--- config.mk ---
export PLATFORM = sky130hd
export DESIGN_NAME = player_bullet_ctrl
export DESIGN_NICKNAME = d
export VERILOG_FILES = /design/src/rtl/game_pkg.sv /design/src/rtl/player_bullet_ctrl.sv
export SDC_FILE = /design/constraint.sdc
export NUM_CORES = 1
export LEC_CHECK = 0
export CORE_UTILIZATION = 48
export CTS_CLUSTER_SIZE = 25
export DETAILED_ROUTE_END_ITERATION = 8
export MAX_ROUTING_LAYER = met4
export PLACE_DENSITY_LB_ADDON = 0.1
export SYNTH_ARGS = -nofsm -noshare
export SYNTH_HDL_FRONTEND = slang
export SYNTH_SLANG_ARGS = --single-unit
--- constraint.sdc ---
create_clock -name clk -period 2.2 [get_ports clk]
set_input_delay 0.55 -clock clk [delete_from_list [all_inputs] [get_ports clk]]
set_output_delay 0.55 -clock clk [all_outputs]
set_load 0.05 [all_outputs]
--- src/rtl/game_pkg.sv ---
// Shared game constants and the player-bullet state encoding.
// Also provides the counter-width helper used by the bullet controller.
package game_pkg;

  localparam int SCREEN_W = 640;
  localparam int SCREEN_H = 480;

  typedef enum logic [1:0] {
    ST_IDLE = 2'd0,
    ST_FLY  = 2'd1,
    ST_COOL = 2'd2
  } bullet_state_e;

  // Bits needed to hold 0..n, never narrower than one bit.
  function automatic int cnt_width(input int n);
    return (n < 1) ? 1 : $clog2(n + 1);
  endfunction

endpackage

--- src/rtl/player_bullet_ctrl.sv ---
// Player bullet controller: spawns one bullet on fire, moves it up each frame,
// ends it on hit or top-of-screen exit, then enforces a frame-based cooldown.
module player_bullet_ctrl
  import game_pkg::*;
#(
  parameter int SPEED    = 8,
  parameter int COOLDOWN = 12,
  parameter int X_OFS    = 20,
  parameter int BULLET_H = 40
) (
  input  logic       clk,
  input  logic       rst,
  input  logic       frame_tick,
  input  logic       fire,
  input  logic [9:0] p_x,
  input  logic [9:0] p_y,
  input  logic       hit,
  output logic [9:0] b_x,
  output logic [9:0] b_y,
  output logic       mybullet_en,
  output logic [7:0] shots
);

  localparam int              CW       = cnt_width(COOLDOWN);
  localparam logic [9:0]      SPEED_V  = 10'(SPEED);
  localparam logic [9:0]      X_OFS_V  = 10'(X_OFS);
  localparam logic [9:0]      BH_V     = 10'(BULLET_H);
  localparam logic [CW-1:0]   COOL_V   = CW'(COOLDOWN);

  bullet_state_e state, state_n;
  logic [9:0]    bx_n, by_n;
  logic [7:0]    shots_n;
  logic [CW-1:0] cnt, cnt_n;

  // NOTE: every always_comb output is given a default first so no path
  // leaves a variable unassigned, which would infer a latch.
  always_comb begin
    state_n = state;
    bx_n    = b_x;
    by_n    = b_y;
    cnt_n   = cnt;
    shots_n = shots;
    case (state)
      ST_IDLE: begin
        if (fire) begin
          state_n = ST_FLY;
          bx_n    = p_x + X_OFS_V;
          by_n    = (p_y < BH_V) ? 10'd0 : p_y - BH_V;
          shots_n = shots + 8'd1;
        end
      end
      ST_FLY: begin
        // A hit freezes the bullet where it is, even on a movement frame.
        if (hit) begin
          state_n = ST_COOL;
          cnt_n   = COOL_V;
        end else if (frame_tick) begin
          if (b_y >= SPEED_V) begin
            by_n = b_y - SPEED_V;
          end else begin
            by_n    = 10'd0;
            state_n = ST_COOL;
            cnt_n   = COOL_V;
          end
        end
      end
      ST_COOL: begin
        if (COOLDOWN == 0) begin
          state_n = ST_IDLE;
          cnt_n   = '0;
        end else if (frame_tick) begin
          if (cnt <= CW'(1)) begin
            state_n = ST_IDLE;
            cnt_n   = '0;
          end else begin
            cnt_n = cnt - CW'(1);
          end
        end
      end
      default: state_n = ST_IDLE;
    endcase
  end

  // NOTE: sequential state uses non-blocking assignments so every register
  // samples pre-edge values regardless of statement order.
  always_ff @(posedge clk) begin
    if (rst) begin
      state       <= ST_IDLE;
      b_x         <= '0;
      b_y         <= '0;
      cnt         <= '0;
      shots       <= '0;
      mybullet_en <= 1'b0;
    end else begin
      state       <= state_n;
      b_x         <= bx_n;
      b_y         <= by_n;
      cnt         <= cnt_n;
      shots       <= shots_n;
      mybullet_en <= (state_n == ST_FLY);
    end
  end

endmodule

* Word-level counts from Yosys, hierarchy flattened
Index checks and enable logic that the tools add are counted.
Word-level totals: word-level logic and storage cells 48, register bits 35, output and inout bits 29
Operators by class: eq/ne operators 9, $add $sub $neg 5, reduce and logical (&&, ||, !) cells 6, multiplexer cells 19, magnitude comparators 3
Operators by type and width (count):
- 10-bit two-way mux | 5
- 4-bit two-way mux | 5
- 10-bit case mux with 2 select lines | 1
- 2-bit two-way mux | 6
- 10-bit by 5-bit adder with 10-bit output (second input constant) | 1
- 10-bit by 4-bit greater-or-equal comparator with 1-bit output (second input constant) | 1
- 10-bit by 6-bit less-than comparator with 1-bit output (second input constant) | 1
- 10-bit by 4-bit subtractor with 10-bit output (second input constant) | 1
- 10-bit by 6-bit subtractor with 10-bit output (second input constant) | 1
- 8-bit by 1-bit adder with 8-bit output (second input constant) | 1
- 2-bit != test (second input constant) | 4
- 4-bit case mux with 2 select lines | 1
- 4-bit AND reduction | 2
- 3-bit != test (second input constant) | 2
- 2-bit case mux with 3 select lines | 1
- 2-bit by 1-bit equality test with 1-bit output (second input constant) | 2
- 4-bit by 1-bit <= comparator with 1-bit output (second input constant) | 1
- 2-bit nonzero test | 2
- 4-bit by 1-bit subtractor with 4-bit output (second input constant) | 1
- 2-bit equality test (second input constant) | 1
- 2-bit logical NOT | 1
- 2-bit AND reduction | 1

* Longest topological paths before layout
depth in word-level cells 6, gate-level depth with buffers 7, mapped depth without buffers 7

* Worst setup path before layout
No wires, ideal clock.
kind input -> register, start input port p_y[3], end register b_y[9], required time 2068 ps, data arrival time 1757 ps, stages 7, setup slack 311 ps, buffers on the path 0, library setup time 132 ps, cells stage by stage inv_1 ha_1 inv_1 a2111oi_0 mux2_2 o211ai_1 a21oi_1
On the way: cells in the longest elaborated chain, start to end 4, elaborated cells on any way between the ends 5, those cells by class add/sub (1); order compare (1); mux (3)
RTL lines:
- from (decl) | line player_bullet_ctrl.sv:16 | input logic [9:0] p_y,
- 10-bit by 6-bit subtractor with 10-bit output or 10-bit by 6-bit less-than comparator with 1-bit output (tied branches) | line player_bullet_ctrl.sv:48 | by_n = (p_y < BH_V) ? 10'd0 : p_y - BH_V;
- 10-bit two-way mux * | line player_bullet_ctrl.sv:48
- 10-bit two-way mux * | line player_bullet_ctrl.sv:45 | if (fire) begin
- 10-bit case mux with 2 select lines * | line player_bullet_ctrl.sv:43 | case (state)
- to (signal assigned) | line player_bullet_ctrl.sv:97 | b_y <= by_n;
- to (decl) | line player_bullet_ctrl.sv:19 | output logic [9:0] b_y,
Mark *: on every way between the ends. The rest lies on a longest branch, timed or not. The select of a mux whose other input is x is not followed. A chain may end at the register's enable or synchronous reset.

* Worst setup path in the final report
start register b_y[1], end output port b_y[1]
No word-level cell between the ends.

==> flow_summary.html <==
<table>
<tr><th>Metric</th><th>Value</th></tr>
<tr><th colspan="2">Floorplanning</th></tr>
<tr><td>Initial core utilization</td><td>~52%</td></tr>
<tr><td>FP Rows</td><td>22</td></tr>
<tr><td>Die X-Extent</td><td>~66 µm</td></tr>
<tr><td>Die Area</td><td>4380 µm²</td></tr>
<tr><td>Ports</td><td>between 50 and 60</td></tr>
<tr><td>Die Ht</td><td>about 66 µm</td></tr>
<tr><td>Core outline area</td><td>around 3800 µm²</td></tr>
<tr><th colspan="2">STA</th></tr>
<tr><td>Count of endpoints failing hold in the final timing report</td><td>0</td></tr>
<tr><td>Fin Clk Skew</td><td>about 6.1 ps</td></tr>
<tr><td>Setup repair after global routing missed its margin</td><td>no</td></tr>
<tr><td># setup viols final</td><td>0</td></tr>
<tr><td>Fin crit share</td><td>between 90% and 100%</td></tr>
<tr><td>Slew headroom</td><td>between 60 and 70%</td></tr>
<tr><td>PnR worst setup slack</td><td>a little over 100 ps</td></tr>
<tr><td>Least-Margin Pin Slew</td><td>518 ps</td></tr>
<tr><td>Final slew viol count</td><td>0</td></tr>
<tr><td>Minimum clock period after layout</td><td>2100 ps</td></tr>
<tr><td>F_max</td><td>between 0.4 and 0.5 GHz</td></tr>
<tr><th colspan="2">Clock network</th></tr>
<tr><td>Num Clock Sinks</td><td>35</td></tr>
<tr><td>Hold bufs inserted after CTS</td><td>0</td></tr>
<tr><td>Worst-Skew Late Latency</td><td>~290 ps</td></tr>
<tr><td>CTS Root Buffer Type</td><td>sky130_fd_sc_hd__clkbuf_8</td></tr>
<tr><td>CTS tree</td><td>yes</td></tr>
<tr><td>Longest Clk Path Bufs</td><td>2</td></tr>
<tr><td>Clock slew seen by the registers of the worst setup and hold paths</td><td>~70 ps</td></tr>
<tr><td>Number of buffers created by CTS</td><td>5</td></tr>
<tr><td>Number of H-tree levels</td><td>2</td></tr>
<tr><th colspan="2">Critical path</th></tr>
<tr><td>Buf+Inv Stages, Crit Path</td><td>1</td></tr>
<tr><td>Crit path max-delay cell type</td><td>sky130_fd_sc_hd__clkdlybuf4s50_1</td></tr>
<tr><td>Type of element capturing the critical path</td><td>output port</td></tr>
<tr><td>Critical path arrival</td><td>around 1600 ps</td></tr>
<tr><td>Kind of launch point of the worst setup path</td><td>register</td></tr>
<tr><td>Crit-path max cell delay</td><td>between 800 and 900 ps</td></tr>
<tr><td>Maximum fanout count along the critical path</td><td>3</td></tr>
<tr><td>List of cells traversed by the critical path</td><td>clkdlybuf4s50_1</td></tr>
<tr><td>Crit path required time</td><td>~1700 ps</td></tr>
<tr><td>Critical path class</td><td>reg -&gt; out</td></tr>
<tr><td>Cell family with the largest share of critical-path delay</td><td>buffers and inverters</td></tr>
<tr><th colspan="2">Finish</th></tr>
<tr><td>Net count reported at finish</td><td>330</td></tr>
<tr><td>Fill count</td><td>328</td></tr>
<tr><td>Area Overhead vs Synth</td><td>37.3%</td></tr>
<tr><td>Share of post-route cells with drive strength above 1</td><td>a little over an eighth</td></tr>
<tr><td>Post-route design area</td><td>between 2000 and 3000 µm²</td></tr>
<tr><td>Final instance count without filler cells</td><td>348</td></tr>
<tr><td>Final Util</td><td>71.4%</td></tr>
<tr><td>Diode insertion count for antenna repair</td><td>0</td></tr>
<tr><th colspan="2">Place</th></tr>
<tr><td>Setup slack after placement</td><td>-283 ps</td></tr>
<tr><td>Cell area reported after detailed placement</td><td>around 2600 µm²</td></tr>
<tr><td>Detailed placer's ending HPWL</td><td>~3.4 mm</td></tr>
<tr><td>Weighted congestion at the end of routability-driven global placement</td><td>roughly 0.91</td></tr>
<tr><td>Placed cell count</td><td>340</td></tr>
<tr><td>PortBufs</td><td>53</td></tr>
<tr><th colspan="2">Status</th></tr>
<tr><td>Result of the run</td><td>complete, no violations</td></tr>
<tr><th colspan="2">Global route</th></tr>
<tr><td>Wire length of the first global-routing pass</td><td>~7.8 mm</td></tr>
<tr><td>Antenna violations before repair</td><td>0</td></tr>
<tr><td>Overflow left after global routing</td><td>0</td></tr>
<tr><td>All-layer global routing usage</td><td>between 20% and 30%</td></tr>
<tr><td>Vias in the first global route</td><td>about 1,700</td></tr>
<tr><td>Pin count of the biggest net entering global routing</td><td>39</td></tr>
<tr><th colspan="2">Drt</th></tr>
<tr><td>Total length of routed wires</td><td>4.75 mm</td></tr>
<tr><td>DRC</td><td>0</td></tr>
<tr><td>Post-detailed-route wirelength per cell</td><td>between 10 and 15 µm</td></tr>
<tr><td>Via total after detailed routing</td><td>around 1,900</td></tr>
<tr><td>Detailed Routing Iterations Pass 1</td><td>4</td></tr>
<tr><td>First DRT Iteration DRCs</td><td>~140</td></tr>
<tr><td>Number of routed nets with antenna violations</td><td>0</td></tr>
<tr><td>Post-detailed-route via-to-cell ratio</td><td>around 5.5</td></tr>
<tr><th colspan="2">Synth</th></tr>
<tr><td>Share of async-settable or async-resettable flops after synthesis</td><td>0%</td></tr>
<tr><td>Post-Synthesis Net Count</td><td>roughly 270</td></tr>
<tr><td>Seq cells post-synth</td><td>35</td></tr>
<tr><td>Synthesized instance count</td><td>236</td></tr>
<tr><td>Portion of the post-synthesis area used by sequential elements</td><td>between 30 and 40%</td></tr>
<tr><td>Average cell area after synthesis</td><td>~8.4 µm²</td></tr>
<tr><td>Post-synth top area share</td><td>35.5%</td></tr>
<tr><td>Top post-synthesis cells by area</td><td>sky130_fd_sc_hd__dfxtp_1 35%, sky130_fd_sc_hd__nand2_1 5.1%, sky130_fd_sc_hd__a21oi_1 4.8%, sky130_fd_sc_hd__nor2_1 4.6%, sky130_fd_sc_hd__xor2_1 4.0%</td></tr>
<tr><td>Synthesized cell area</td><td>approximately 2000 µm²</td></tr>
<tr><td>Count of distinct cell types in the synthesized netlist</td><td>59</td></tr>
<tr><td>Most used DFF post-synth</td><td>sky130_fd_sc_hd__dfxtp_1</td></tr>
<tr><td>Yosys Warn Count</td><td>0</td></tr>
<tr><td>Number of synthesized flops with an enable pin</td><td>0</td></tr>
<tr><td>Post-synthesis cell type with the largest combined area</td><td>sky130_fd_sc_hd__dfxtp_1</td></tr>
<tr><th colspan="2">Min path</th></tr>
<tr><td>Class of the tightest hold or removal check</td><td>reg -&gt; reg</td></tr>
<tr><th colspan="2">Pwr</th></tr>
<tr><td>Power density of the placed cells</td><td>around 700 nW/µm²</td></tr>
<tr><td>Leakage</td><td>approximately 0.0011 µW</td></tr>
<tr><td>Worst-case vdd ir drop</td><td>0.000487 V</td></tr>
<tr><th colspan="2">Job</th></tr>
<tr><td>Number of max-capacitance violations reported</td><td>0</td></tr>
</table>
-- tightest hold or removal path, delay by kind of cell, from the launching register on --
| family | cells | cell delay, ps |
|---|---|---|
| AO/OA/AOI/OAI | 1 | 50 |
| flip-flops | 1 | 310 |
| AND/OR/NAND/NOR | 1 | 50 |
-- state kept, by name, summed over array words and instances, names as in the netlist --
name         cells
cnt              4
mybullet_en      1
b_y             10
b_x             10
shots            8
state            2
-- timing repair --
action | in CTS | in global routing
resized for setup | 0 | 6
buffers inserted | 0 | 0
endpoints found under the setup margin | 0 | 3
-- cells by family (layout without fill, tap and decap cells) --
group / Yosys count / in the layout / synth area share, %
multiplexers: 2 / 2 / 1.08
adder cells (fa/ha/maj): 6 / 6 / 3.80
XOR/XNOR: 14 / 14 / 6.21
AND/OR/NAND/NOR: 91 / 91 / 25.0
flip-flops: 35 / 35 / 35.5
buffers and inverters: 21 / 85 / 5.76
AO/OA/AOI/OAI: 67 / 67 / 22.7
-- metal layers --
layer	part of all wire, %	track usage [%]
met5	0	-
met4	1.5	7.71
met3	4.4	5.52
met2	47	37.2
met1	47	31.1
-- stage by stage --
stage,total power (µW),hold WS (ps),TNS [ps]
final,1870,454,0
after global routing,1970,487,0
after CTS,1870,456,0
after detailed placement,1410,447,-380
after global placement,1410,439,-233
after floorplan,1190,480,0
-- power by group --
part	internal (µW)	leakage [µW]	total (µW)	switching, µW
clock	221	0.0000412	454	233
combinational	269	0.000727	659	390
sequential	687	0.000287	752	65.1
-- area by class of cell --
cell class	count	area (µm²)	area share (%)
clock buffers	6	72.6	2.68
clock inverters	2	12.5	0.461
inverters	10	37.5	1.38
multi-input cells	180	1180	43.6
flip-flops and latches	35	701	25.8
well taps	48	60.1	2.21
repair buffers	67	646	23.8
-- layout by cell type, fill, tap and decap left out, drive strengths merged, types with 6 or more instances in the layout --
cell type	synthesis	layout
nor3	10	10
a211oi	7	7
nand4	6	6
a21oi	19	19
clkdlybuf4s50	0	48
buf	6	17
o21ai	13	13
xor2	9	9
dfxtp	35	35
clkbuf	4	6
nand2	27	27
inv	10	10
nor2	25	25
ha	6	6
-- Yosys cell counts (5+ instances only) --
cell type,n
sky130_fd_sc_hd__a21oi_1,19
sky130_fd_sc_hd__nand4_1,6
sky130_fd_sc_hd__ha_1,6
sky130_fd_sc_hd__nor2_1,24
sky130_fd_sc_hd__o21ai_0,11
sky130_fd_sc_hd__xnor2_1,5
sky130_fd_sc_hd__nand3_1,5
sky130_fd_sc_hd__inv_1,10
sky130_fd_sc_hd__nor3_1,8
sky130_fd_sc_hd__dfxtp_1,35
sky130_fd_sc_hd__nand2_1,27
sky130_fd_sc_hd__xor2_1,9
sky130_fd_sc_hd__a211oi_1,7
-- path summary, 6_finish.rpt --
check	from	to	slack, ps	cells past startpoint
min reg2reg	b_x[4]	b_x[4]	450	2
min	b_x[4]	b_x[4]	450	2
max	b_y[1]	b_y[1]	100	1
max reg2reg	b_y[3]	b_y[9]	460	7
(Power assumes the default switching activity.)
